File: config.mk
export PLATFORM = sky130hd
export DESIGN_NAME = debug_uart_responder_flat
export DESIGN_NICKNAME = d
export VERILOG_FILES = /design/src/rtl/debug_uart_responder_if.sv /design/src/rtl/debug_uart_responder.sv /design/src/flat_wrapper.sv
export SDC_FILE = /design/constraint.sdc
export NUM_CORES = 1
export LEC_CHECK = 0
export CORE_ASPECT_RATIO = 0.9
export CORE_MARGIN = 1
export CORE_UTILIZATION = 40
export CTS_CLUSTER_DIAMETER = 200
export DETAILED_ROUTE_END_ITERATION = 8
export GPL_ROUTABILITY_DRIVEN = 0
export PLACE_DENSITY = 0.66
export SLEW_MARGIN = 20
export SYNTH_ARGS = -nofsm -noshare
export SYNTH_HDL_FRONTEND = slang
export SYNTH_SLANG_ARGS = --single-unit
File: constraint.sdc
create_clock -name i_clk -period 10.35 [get_ports i_clk]
set_clock_uncertainty 0.05 [all_clocks]
set_input_delay 2.5875 -clock i_clk [delete_from_list [all_inputs] [get_ports i_clk]]
set_output_delay 2.5875 -clock i_clk [all_outputs]
set_load 0.05 [all_outputs]
File: src/rtl/debug_uart_responder_if.sv
// Read-only debug taps between the UART responder and the CPU state it inspects.
// The responder is the master: it drives the indices and requests, and the CPU side answers.
interface debug_uart_responder_if;
   logic [4:0]  dbg_reg_addr;
   logic [31:0] dbg_reg_rdata;
   logic [31:0] dbg_pc;
   logic        dbg_mem_req;
   logic [31:0] dbg_mem_addr;
   logic        dbg_mem_ack;
   logic [31:0] dbg_mem_rdata;

   modport master (
      output dbg_reg_addr, dbg_mem_req, dbg_mem_addr,
      input  dbg_reg_rdata, dbg_pc, dbg_mem_ack, dbg_mem_rdata
   );
   modport slave (
      input  dbg_reg_addr, dbg_mem_req, dbg_mem_addr,
      output dbg_reg_rdata, dbg_pc, dbg_mem_ack, dbg_mem_rdata
   );
endinterface

File: src/rtl/debug_uart_responder.sv
// UART debug target: decodes host command frames, reads regs/pc/RAM through taps,
// and streams the captured 32-bit value back as 8N1 bytes, little-endian.
module debug_uart_responder #(
   parameter int CLKS_PER_BIT   = 868,
   parameter int TIMEOUT_CYCLES = 100000
) (
   input  logic                          i_clk,
   input  logic                          i_rst,
   input  logic                          uart_rx,
   output logic                          uart_tx,
   output logic                          o_busy,
   debug_uart_responder_if.master        dbg
);
   localparam int CW = (CLKS_PER_BIT > 1) ? $clog2(CLKS_PER_BIT) : 1;
   localparam int GW = $clog2(TIMEOUT_CYCLES + 1);
   localparam logic [CW-1:0] BIT_END  = CW'(CLKS_PER_BIT - 1);
   localparam logic [CW-1:0] HALF_END = CW'(CLKS_PER_BIT / 2 - 1);
   localparam logic [GW-1:0] GAP_END  = GW'(TIMEOUT_CYCLES - 1);
   localparam logic [7:0] CMD_RDREG = 8'h01;
   localparam logic [7:0] CMD_RDMEM = 8'h02;
   localparam logic [7:0] CMD_RDPC  = 8'h03;
   localparam logic [7:0] CMD_PING  = 8'h7E;

   typedef enum logic [1:0] {S_IDLE, S_OPERAND, S_FETCH, S_SEND} state_t;
   typedef enum logic [1:0] {R_IDLE, R_START, R_DATA, R_STOP} rx_state_t;

   logic            rx_s1_q, rx_s1_d, rx_s2_q, rx_s2_d, rx_s3_q, rx_s3_d;
   rx_state_t       rx_st_q, rx_st_d;
   logic [CW-1:0]   rx_cnt_q, rx_cnt_d;
   logic [2:0]      rx_bit_q, rx_bit_d;
   logic [7:0]      rx_sh_q, rx_sh_d, rx_data_q, rx_data_d;
   logic            rx_valid_q, rx_valid_d;

   state_t          state_q, state_d;
   logic [7:0]      opcode_q, opcode_d;
   logic [1:0]      op_cnt_q, op_cnt_d;
   logic [23:0]     op_buf_q, op_buf_d;
   logic [GW-1:0]   gap_q, gap_d;
   logic [4:0]      reg_addr_q, reg_addr_d;
   logic            mem_req_q, mem_req_d;
   logic [31:0]     mem_addr_q, mem_addr_d;
   logic [23:0]     resp_q, resp_d;
   logic [1:0]      left_q, left_d;
   logic [9:0]      frame_q, frame_d;
   logic [3:0]      tx_bit_q, tx_bit_d;
   logic [CW-1:0]   tx_cnt_q, tx_cnt_d;
   logic            uart_tx_q, uart_tx_d, busy_q, busy_d;

   logic            fetch_go;
   logic [31:0]     fetch_val;
   logic [1:0]      fetch_left;

   // Receiver: start is qualified at half a bit, then every bit is sampled at its centre.
   always_comb begin
      rx_s1_d    = uart_rx;
      rx_s2_d    = rx_s1_q;
      rx_s3_d    = rx_s2_q;
      rx_st_d    = rx_st_q;
      rx_cnt_d   = rx_cnt_q;
      rx_bit_d   = rx_bit_q;
      rx_sh_d    = rx_sh_q;
      rx_data_d  = rx_data_q;
      rx_valid_d = 1'b0;
      case (rx_st_q)
         R_IDLE: if (rx_s3_q && !rx_s2_q) begin
            rx_st_d  = R_START;
            rx_cnt_d = '0;
         end
         R_START: if (rx_cnt_q == HALF_END) begin
            rx_cnt_d = '0;
            rx_bit_d = '0;
            rx_st_d  = rx_s2_q ? R_IDLE : R_DATA;
         end else rx_cnt_d = rx_cnt_q + 1'b1;
         R_DATA: if (rx_cnt_q == BIT_END) begin
            rx_cnt_d = '0;
            rx_sh_d  = {rx_s2_q, rx_sh_q[7:1]};
            rx_bit_d = rx_bit_q + 3'd1;
            if (rx_bit_q == 3'd7) rx_st_d = R_STOP;
         end else rx_cnt_d = rx_cnt_q + 1'b1;
         default: if (rx_cnt_q == BIT_END) begin
            rx_cnt_d = '0;
            rx_st_d  = R_IDLE;
            if (rx_s2_q) begin
               rx_valid_d = 1'b1;
               rx_data_d  = rx_sh_q;
            end
         end else rx_cnt_d = rx_cnt_q + 1'b1;
      endcase
   end

   always_comb begin
      state_d    = state_q;
      opcode_d   = opcode_q;
      op_cnt_d   = op_cnt_q;
      op_buf_d   = op_buf_q;
      gap_d      = gap_q;
      reg_addr_d = reg_addr_q;
      mem_req_d  = mem_req_q;
      mem_addr_d = mem_addr_q;
      resp_d     = resp_q;
      left_d     = left_q;
      frame_d    = frame_q;
      tx_bit_d   = tx_bit_q;
      tx_cnt_d   = tx_cnt_q;
      fetch_go   = 1'b0;
      fetch_val  = 32'h0;
      fetch_left = 2'd0;
      case (state_q)
         S_IDLE: if (rx_valid_q) begin
            opcode_d = rx_data_q;
            op_cnt_d = '0;
            gap_d    = '0;
            state_d  = (rx_data_q == CMD_RDREG || rx_data_q == CMD_RDMEM) ? S_OPERAND : S_FETCH;
         end
         S_OPERAND: if (rx_valid_q) begin
            gap_d    = '0;
            op_buf_d = {rx_data_q, op_buf_q[23:8]};
            op_cnt_d = op_cnt_q + 2'd1;
            if (opcode_q == CMD_RDREG) begin
               reg_addr_d = rx_data_q[4:0];
               state_d    = S_FETCH;
            end else if (op_cnt_q == 2'd3) begin
               mem_addr_d = {rx_data_q, op_buf_q} & ~32'h3;
               mem_req_d  = 1'b1;
               state_d    = S_FETCH;
            end
         end else if (gap_q == GAP_END) state_d = S_IDLE;
         else gap_d = gap_q + 1'b1;
         S_FETCH: begin
            case (opcode_q)
               CMD_RDREG: begin fetch_go = 1'b1; fetch_val = dbg.dbg_reg_rdata; fetch_left = 2'd3; end
               CMD_RDPC:  begin fetch_go = 1'b1; fetch_val = dbg.dbg_pc;        fetch_left = 2'd3; end
               CMD_RDMEM: if (dbg.dbg_mem_ack) begin
                  fetch_go   = 1'b1;
                  fetch_val  = dbg.dbg_mem_rdata;
                  fetch_left = 2'd3;
                  mem_req_d  = 1'b0;
               end
               CMD_PING:  begin fetch_go = 1'b1; fetch_val = 32'h0000_00A5; end
               default:   begin fetch_go = 1'b1; fetch_val = 32'h0000_00EE; end
            endcase
            // Value is snapshotted here; later CPU changes do not reach the reply.
            if (fetch_go) begin
               state_d  = S_SEND;
               resp_d   = fetch_val[31:8];
               left_d   = fetch_left;
               frame_d  = {1'b1, fetch_val[7:0], 1'b0};
               tx_bit_d = '0;
               tx_cnt_d = '0;
            end
         end
         default: if (tx_cnt_q == BIT_END) begin
            tx_cnt_d = '0;
            if (tx_bit_q == 4'd9) begin
               // Next frame loads on the stop bit's last cycle so bytes run back to back.
               if (left_q != 2'd0) begin
                  frame_d  = {1'b1, resp_q[7:0], 1'b0};
                  resp_d   = {8'h00, resp_q[23:8]};
                  left_d   = left_q - 2'd1;
                  tx_bit_d = '0;
               end else state_d = S_IDLE;
            end else begin
               frame_d  = {1'b1, frame_q[9:1]};
               tx_bit_d = tx_bit_q + 4'd1;
            end
         end else tx_cnt_d = tx_cnt_q + 1'b1;
      endcase
      uart_tx_d = (state_d == S_SEND) ? frame_d[0] : 1'b1;
      busy_d    = (state_d != S_IDLE);
   end

   always_ff @(posedge i_clk or posedge i_rst) begin
      if (i_rst) begin
         rx_s1_q <= 1'b1;  rx_s2_q <= 1'b1;  rx_s3_q <= 1'b1;
         rx_st_q <= R_IDLE; rx_cnt_q <= '0; rx_bit_q <= '0;
         rx_sh_q <= '0; rx_data_q <= '0; rx_valid_q <= 1'b0;
         state_q <= S_IDLE; opcode_q <= '0; op_cnt_q <= '0; op_buf_q <= '0;
         gap_q <= '0; reg_addr_q <= '0; mem_req_q <= 1'b0; mem_addr_q <= '0;
         resp_q <= '0; left_q <= '0; frame_q <= '1; tx_bit_q <= '0; tx_cnt_q <= '0;
         uart_tx_q <= 1'b1; busy_q <= 1'b0;
      end else begin
         rx_s1_q <= rx_s1_d; rx_s2_q <= rx_s2_d; rx_s3_q <= rx_s3_d;
         rx_st_q <= rx_st_d; rx_cnt_q <= rx_cnt_d; rx_bit_q <= rx_bit_d;
         rx_sh_q <= rx_sh_d; rx_data_q <= rx_data_d; rx_valid_q <= rx_valid_d;
         state_q <= state_d; opcode_q <= opcode_d; op_cnt_q <= op_cnt_d; op_buf_q <= op_buf_d;
         gap_q <= gap_d; reg_addr_q <= reg_addr_d; mem_req_q <= mem_req_d; mem_addr_q <= mem_addr_d;
         resp_q <= resp_d; left_q <= left_d; frame_q <= frame_d; tx_bit_q <= tx_bit_d; tx_cnt_q <= tx_cnt_d;
         uart_tx_q <= uart_tx_d; busy_q <= busy_d;
      end
   end

   assign uart_tx          = uart_tx_q;
   assign o_busy           = busy_q;
   assign dbg.dbg_reg_addr = reg_addr_q;
   assign dbg.dbg_mem_req  = mem_req_q;
   assign dbg.dbg_mem_addr = mem_addr_q;
endmodule
File: src/flat_wrapper.sv
// flat-port wrapper written by rule: the top's interface ports become plain ports
module debug_uart_responder_flat 
#(
   parameter int CLKS_PER_BIT   = 868,
   parameter int TIMEOUT_CYCLES = 100000
)
  (i_clk, i_rst, uart_rx, uart_tx, o_busy, dbg_dbg_reg_addr, dbg_dbg_mem_req, dbg_dbg_mem_addr, dbg_dbg_reg_rdata, dbg_dbg_pc, dbg_dbg_mem_ack, dbg_dbg_mem_rdata);
  debug_uart_responder_if dbg_i ();
  input  logic i_clk;
  input  logic i_rst;
  input  logic uart_rx;
  output logic uart_tx;
  output logic o_busy;
  output wire logic [$bits(dbg_i.dbg_reg_addr)-1:0] dbg_dbg_reg_addr;
  output wire logic [$bits(dbg_i.dbg_mem_req)-1:0] dbg_dbg_mem_req;
  output wire logic [$bits(dbg_i.dbg_mem_addr)-1:0] dbg_dbg_mem_addr;
  input wire logic [$bits(dbg_i.dbg_reg_rdata)-1:0] dbg_dbg_reg_rdata;
  input wire logic [$bits(dbg_i.dbg_pc)-1:0] dbg_dbg_pc;
  input wire logic [$bits(dbg_i.dbg_mem_ack)-1:0] dbg_dbg_mem_ack;
  input wire logic [$bits(dbg_i.dbg_mem_rdata)-1:0] dbg_dbg_mem_rdata;
  assign dbg_dbg_reg_addr = dbg_i.dbg_reg_addr;
  assign dbg_dbg_mem_req = dbg_i.dbg_mem_req;
  assign dbg_dbg_mem_addr = dbg_i.dbg_mem_addr;
  assign dbg_i.dbg_reg_rdata = dbg_dbg_reg_rdata;
  assign dbg_i.dbg_pc = dbg_dbg_pc;
  assign dbg_i.dbg_mem_ack = dbg_dbg_mem_ack;
  assign dbg_i.dbg_mem_rdata = dbg_dbg_mem_rdata;
  debug_uart_responder #(.CLKS_PER_BIT(CLKS_PER_BIT), .TIMEOUT_CYCLES(TIMEOUT_CYCLES)) u_core (.i_clk(i_clk), .i_rst(i_rst), .uart_rx(uart_rx), .uart_tx(uart_tx), .o_busy(o_busy), .dbg(dbg_i));
endmodule
==> metrics.md <==
| Metric | Value |
|---|---|
| Remaining antenna violation count | `0` |
| Synth Area in Compound Gates | `between 10% and 20%` |
| Grt ovf | `0` |
| Port bufs | `~140` |
| First-pass GRT wire length | `~34000 um` |
| Critical path class | `in2reg` |
| Switching Fraction | `about a quarter` |
| Crit path buf inv count | `1` |
| Post-synthesis simple-gate area fraction | `between 10% and 20%` |
| Via count | `between 6k and 7k` |
| Post-synthesis mux area share | `12.7%` |
| Total GRT Usage | `between 10% and 20%` |
| Crit start category | `input port` |
| Int Power | `between 1000 and 1500 uW` |
| Adder-Cell Fraction of Synth Area | `between 2 and 2.5%` |
| Seq pwr share | `a little under half` |
| Most common cell after layout, fill and taps aside | `dfrtp_1` |
| Cell Area, Synth | `0.00866 mm^2` |
| Initial DRT Pass Iterations | `4` |
| Sequential cell area | `between 0.004 and 0.005 mm^2` |
| CTS tree | `yes` |
| Ys async rst share | `100%` |
| ANT cells | `0` |
| Syn_area_per_cell | `approximately 11 um^2` |
| DRC Markers | `0` |
| Leakage power | `0.00477 uW` |
| Die Y | `roughly 140 um` |
| # Post-CTS Setup Buffers | `0` |
| Clock Latency Late Sink | `roughly 0.44 ns` |
| R2R setup slack | `slightly above 7 ns` |
| Die area | `~0.022 mm^2` |
| Busiest layer in global routing | `met2` |
| Crit-path leading delay family | `compound AO/OA/AOI/OAI gates` |
| Crit end category | `flop` |
| CTS Buf Count | `17` |
| Post-layout nets | `around 1.1k` |
| Slew HR | `approximately a quarter` |
| CTS H-tree depth | `4` |
| Fill cell count | `about 1.9k` |
| Final Setup Violations | `0` |
| Reg2reg path depth | `5` |
| Tmin final | `between 5 and 6 ns` |
| Worst Min Path Start | `u_core.rx_s1_q` |
| Cells after synthesis | `819` |
| Worst hold path class | `reg2reg` |
| Resized cells post-CTS | `0` |
| CTS Hold Bufs | `0` |
| WHS Path Cells | `0` |
| Cell count along the critical path | `6` |
| CTS root buf | `clkbuf_16` |
| Layout cells sized above 1 | `16.7%` |
| Synthesis-stage register bit count | `approximately 170` |
| NetSw | `~380 uW` |
| Met1 Use GR | `28.3%` |
| CORE AREA | `0.0210 mm^2` |
| Post-DP HPWL | `around 15000 um` |
| # IOs | `140` |
| Main combinational cell family by area after synthesis | `simple AND/OR/NAND/NOR gates` |
| FMAX | `between 150 and 200 MHz` |
| Largest net degree at the start of global routing | `roughly 120` |
| FP Rows | `50` |
| Multi-input logic area | `between 0.004 and 0.005 mm^2` |
| Commonest cells after routing, fill and taps aside | `159 x dfrtp_1, 137 x clkdlybuf4s50_1, 127 x nand2_1, 79 x mux2_2, 73 x nor2_1` |
| CP max stage cell | `a31oi_1` |
| Area Overhead vs Synth | `25.3%` |
| Pwr/cell area | `between 100 and 150 mW/mm^2` |
| M2 GR Usage | `~30%` |
| Worst VDD drop | `roughly 96 uV` |
| Max stage delay on crit path | `0.85 ns` |
| Main flop type after synthesis | `dfrtp_1` |
| Slew @ Worst Pin | `1.10 ns` |
| Vias per cell | `between 5 and 6` |
| Critical-path maximum fanout | `26` |
| RSZ-0062 raised after global routing | `false` |
| Synth unique cells | `70` |
| Die W | `around 160 um` |
| Final period utilization | `between 40 and 50%` |
| Status | `completed` |
| Clock power share | `between 40 and 50%` |
| Setup TNS | `0 ns` |
| Starting Density | `roughly two fifths` |
| Worst flop-to-flop path endpoint | `u_core.resp_q[12]` |
| Max-slew violations | `0` |
| Max clock buf depth | `2` |
| CTS sink cnt | `between 150 and 200` |
| Worst EP required | `10.62 ns` |
| WHS Endpoint | `u_core.rx_s2_q` |
| First DRT Iteration DRCs | `316` |
| Initial antenna violation count | `0` |
| Post-Synth XOR/XNOR Area | `between 2 and 3%` |
| Fin. Hold Viols | `0` |
| Vias in the first global route | `6557` |
| Critical Path AT | `approximately 5.3 ns` |
| DR WL/cell | `between 15 and 20 um` |
| Register area share after synthesis | `50.5%` |
| Tot Pwr | `1510 uW` |
| CTS clock-pin slew for the worst setup and hold paths | `about 0.07 ns` |
| # Max-Cap Violations | `0` |
| Grt met3 use | `4.58%` |
| Number of flops mapped to enable cells by yosys | `0` |
| DRT Wirelength | `approximately 21000 um` |
| Critical path cell sequence | `clkdlybuf4s50_1, nor3b_1, a31oi_1, a21o_1, o211ai_1, o21a_1` |
| Reg2Reg Launch Point | `u_core.opcode_q[1]` |
| Combinational power share | `9.7%` |
| Ys Warns | `0` |
## cell type report
type	count	area share, %
well taps	286	3.30
inverters	15	0.588
multi-input cells	590	37.3
clock inverters	12	1.37
flip-flops and latches	174	40.3
repair buffers	142	13.0
clock buffers	20	4.12
## cells in the mapped netlist, types with 11 or more instances
master	instances	share of area (%)
clkbuf_1	18	0.78
a31o_2	11	1.1
a21oi_1	17	0.98
mux2_2	79	10
nand2_1	127	5.5
nand3_1	18	1.0
a221oi_1	11	1.1
and3_1	13	0.94
inv_1	14	0.61
nor2_1	74	3.2
mux2i_1	21	2.4
dfrtp_1	160	46
ha_1	14	2.0
buf_2	16	0.93
a22oi_1	16	1.4
dfstp_2	14	4.2
xnor2_1	14	1.4
o21ai_0	34	2.0
nand4_1	11	0.79
xor2_1	11	1.1
o211ai_1	11	0.95
## metrics by stage
stage | utilization [%] | instances | setup slack, ns | hold WS (ns) | area (um^2)
2_1_floorplan | - | 820 | 3.02 | 0.295 | 8660
6_report | 51.6 | 1239 | 5.32 | 0.309 | 10800
3_5_place_dp | 48.7 | 1207 | 4.92 | 0.299 | 10200
3_3_place_gp | 48.7 | 1207 | 5.02 | 0.296 | 10200
5_1_grt | 51.6 | 1239 | 5.12 | 0.316 | 10800
4_1_cts | 51.6 | 1239 | 5.37 | 0.309 | 10800
## worst max path at each step
stage / startpoint / endpoint / slack, ns
floorplan: i_rst / u_core.dbg.dbg_mem_addr[10] / 3.02
global placement: dbg_dbg_mem_ack / u_core.resp_q[0] / 5.02
detailed placement: dbg_dbg_mem_ack / u_core.resp_q[0] / 4.92
CTS: dbg_dbg_mem_ack / u_core.resp_q[12] / 5.37
global route: dbg_dbg_mem_ack / u_core.resp_q[1] / 5.12
finish: dbg_dbg_mem_ack / u_core.resp_q[12] / 5.32
## power groups by stage
stage / Sequential, uW / Clock [uW] / Combinational (uW)
final: 704 / 660 / 147
after global routing: 706 / 696 / 160
after CTS: 704 / 669 / 147
after detailed placement: 717 / 0 / 146
after global placement: 716 / 0 / 144
after floorplan: 714 / 0 / 86.7
## flip-flops by register name (all words and copies together), names as in the netlist, 4 cells and up
register                 flops
u_core.gap_q                17
u_core.rx_sh_q               8
u_core.dbg.dbg_reg_addr      5
u_core.resp_q               24
u_core.op_buf_q             22
u_core.frame_q              10
u_core.rx_cnt_q             10
u_core.opcode_q              8
u_core.tx_bit_q              4
u_core.tx_cnt_q             10
u_core.dbg.dbg_mem_addr     30
u_core.rx_data_q             8
## layer usage
| metal | routed length (um) | up-vias |
|---|---|---|
| li1 | - | 3186 |
| met1 | 9930 | 3267 |
| met2 | 9850 | 139 |
| met3 | 1090 | 27 |
| met4 | 317 | 0 |
| met5 | 0 | - |
## worst register-to-register path, delay by kind of cell, from the launching register on
family             cells  cell delay, ns
and+or+nand+nor        1            0.33
AOI/OAI and AO/OA      4            1.96
DFF                    1            0.75
## cells by family after synthesis
logic type / count (synthesis)
AND/OR/NAND/NOR: 295
XOR/XNOR: 25
other: 1
multiplexers: 100
buffers and inverters: 56
flip-flops: 174
AO/OA/AOI/OAI: 154
adder cells (fa/ha/maj): 14
Note: power is estimated with default switching activity, not from simulation.
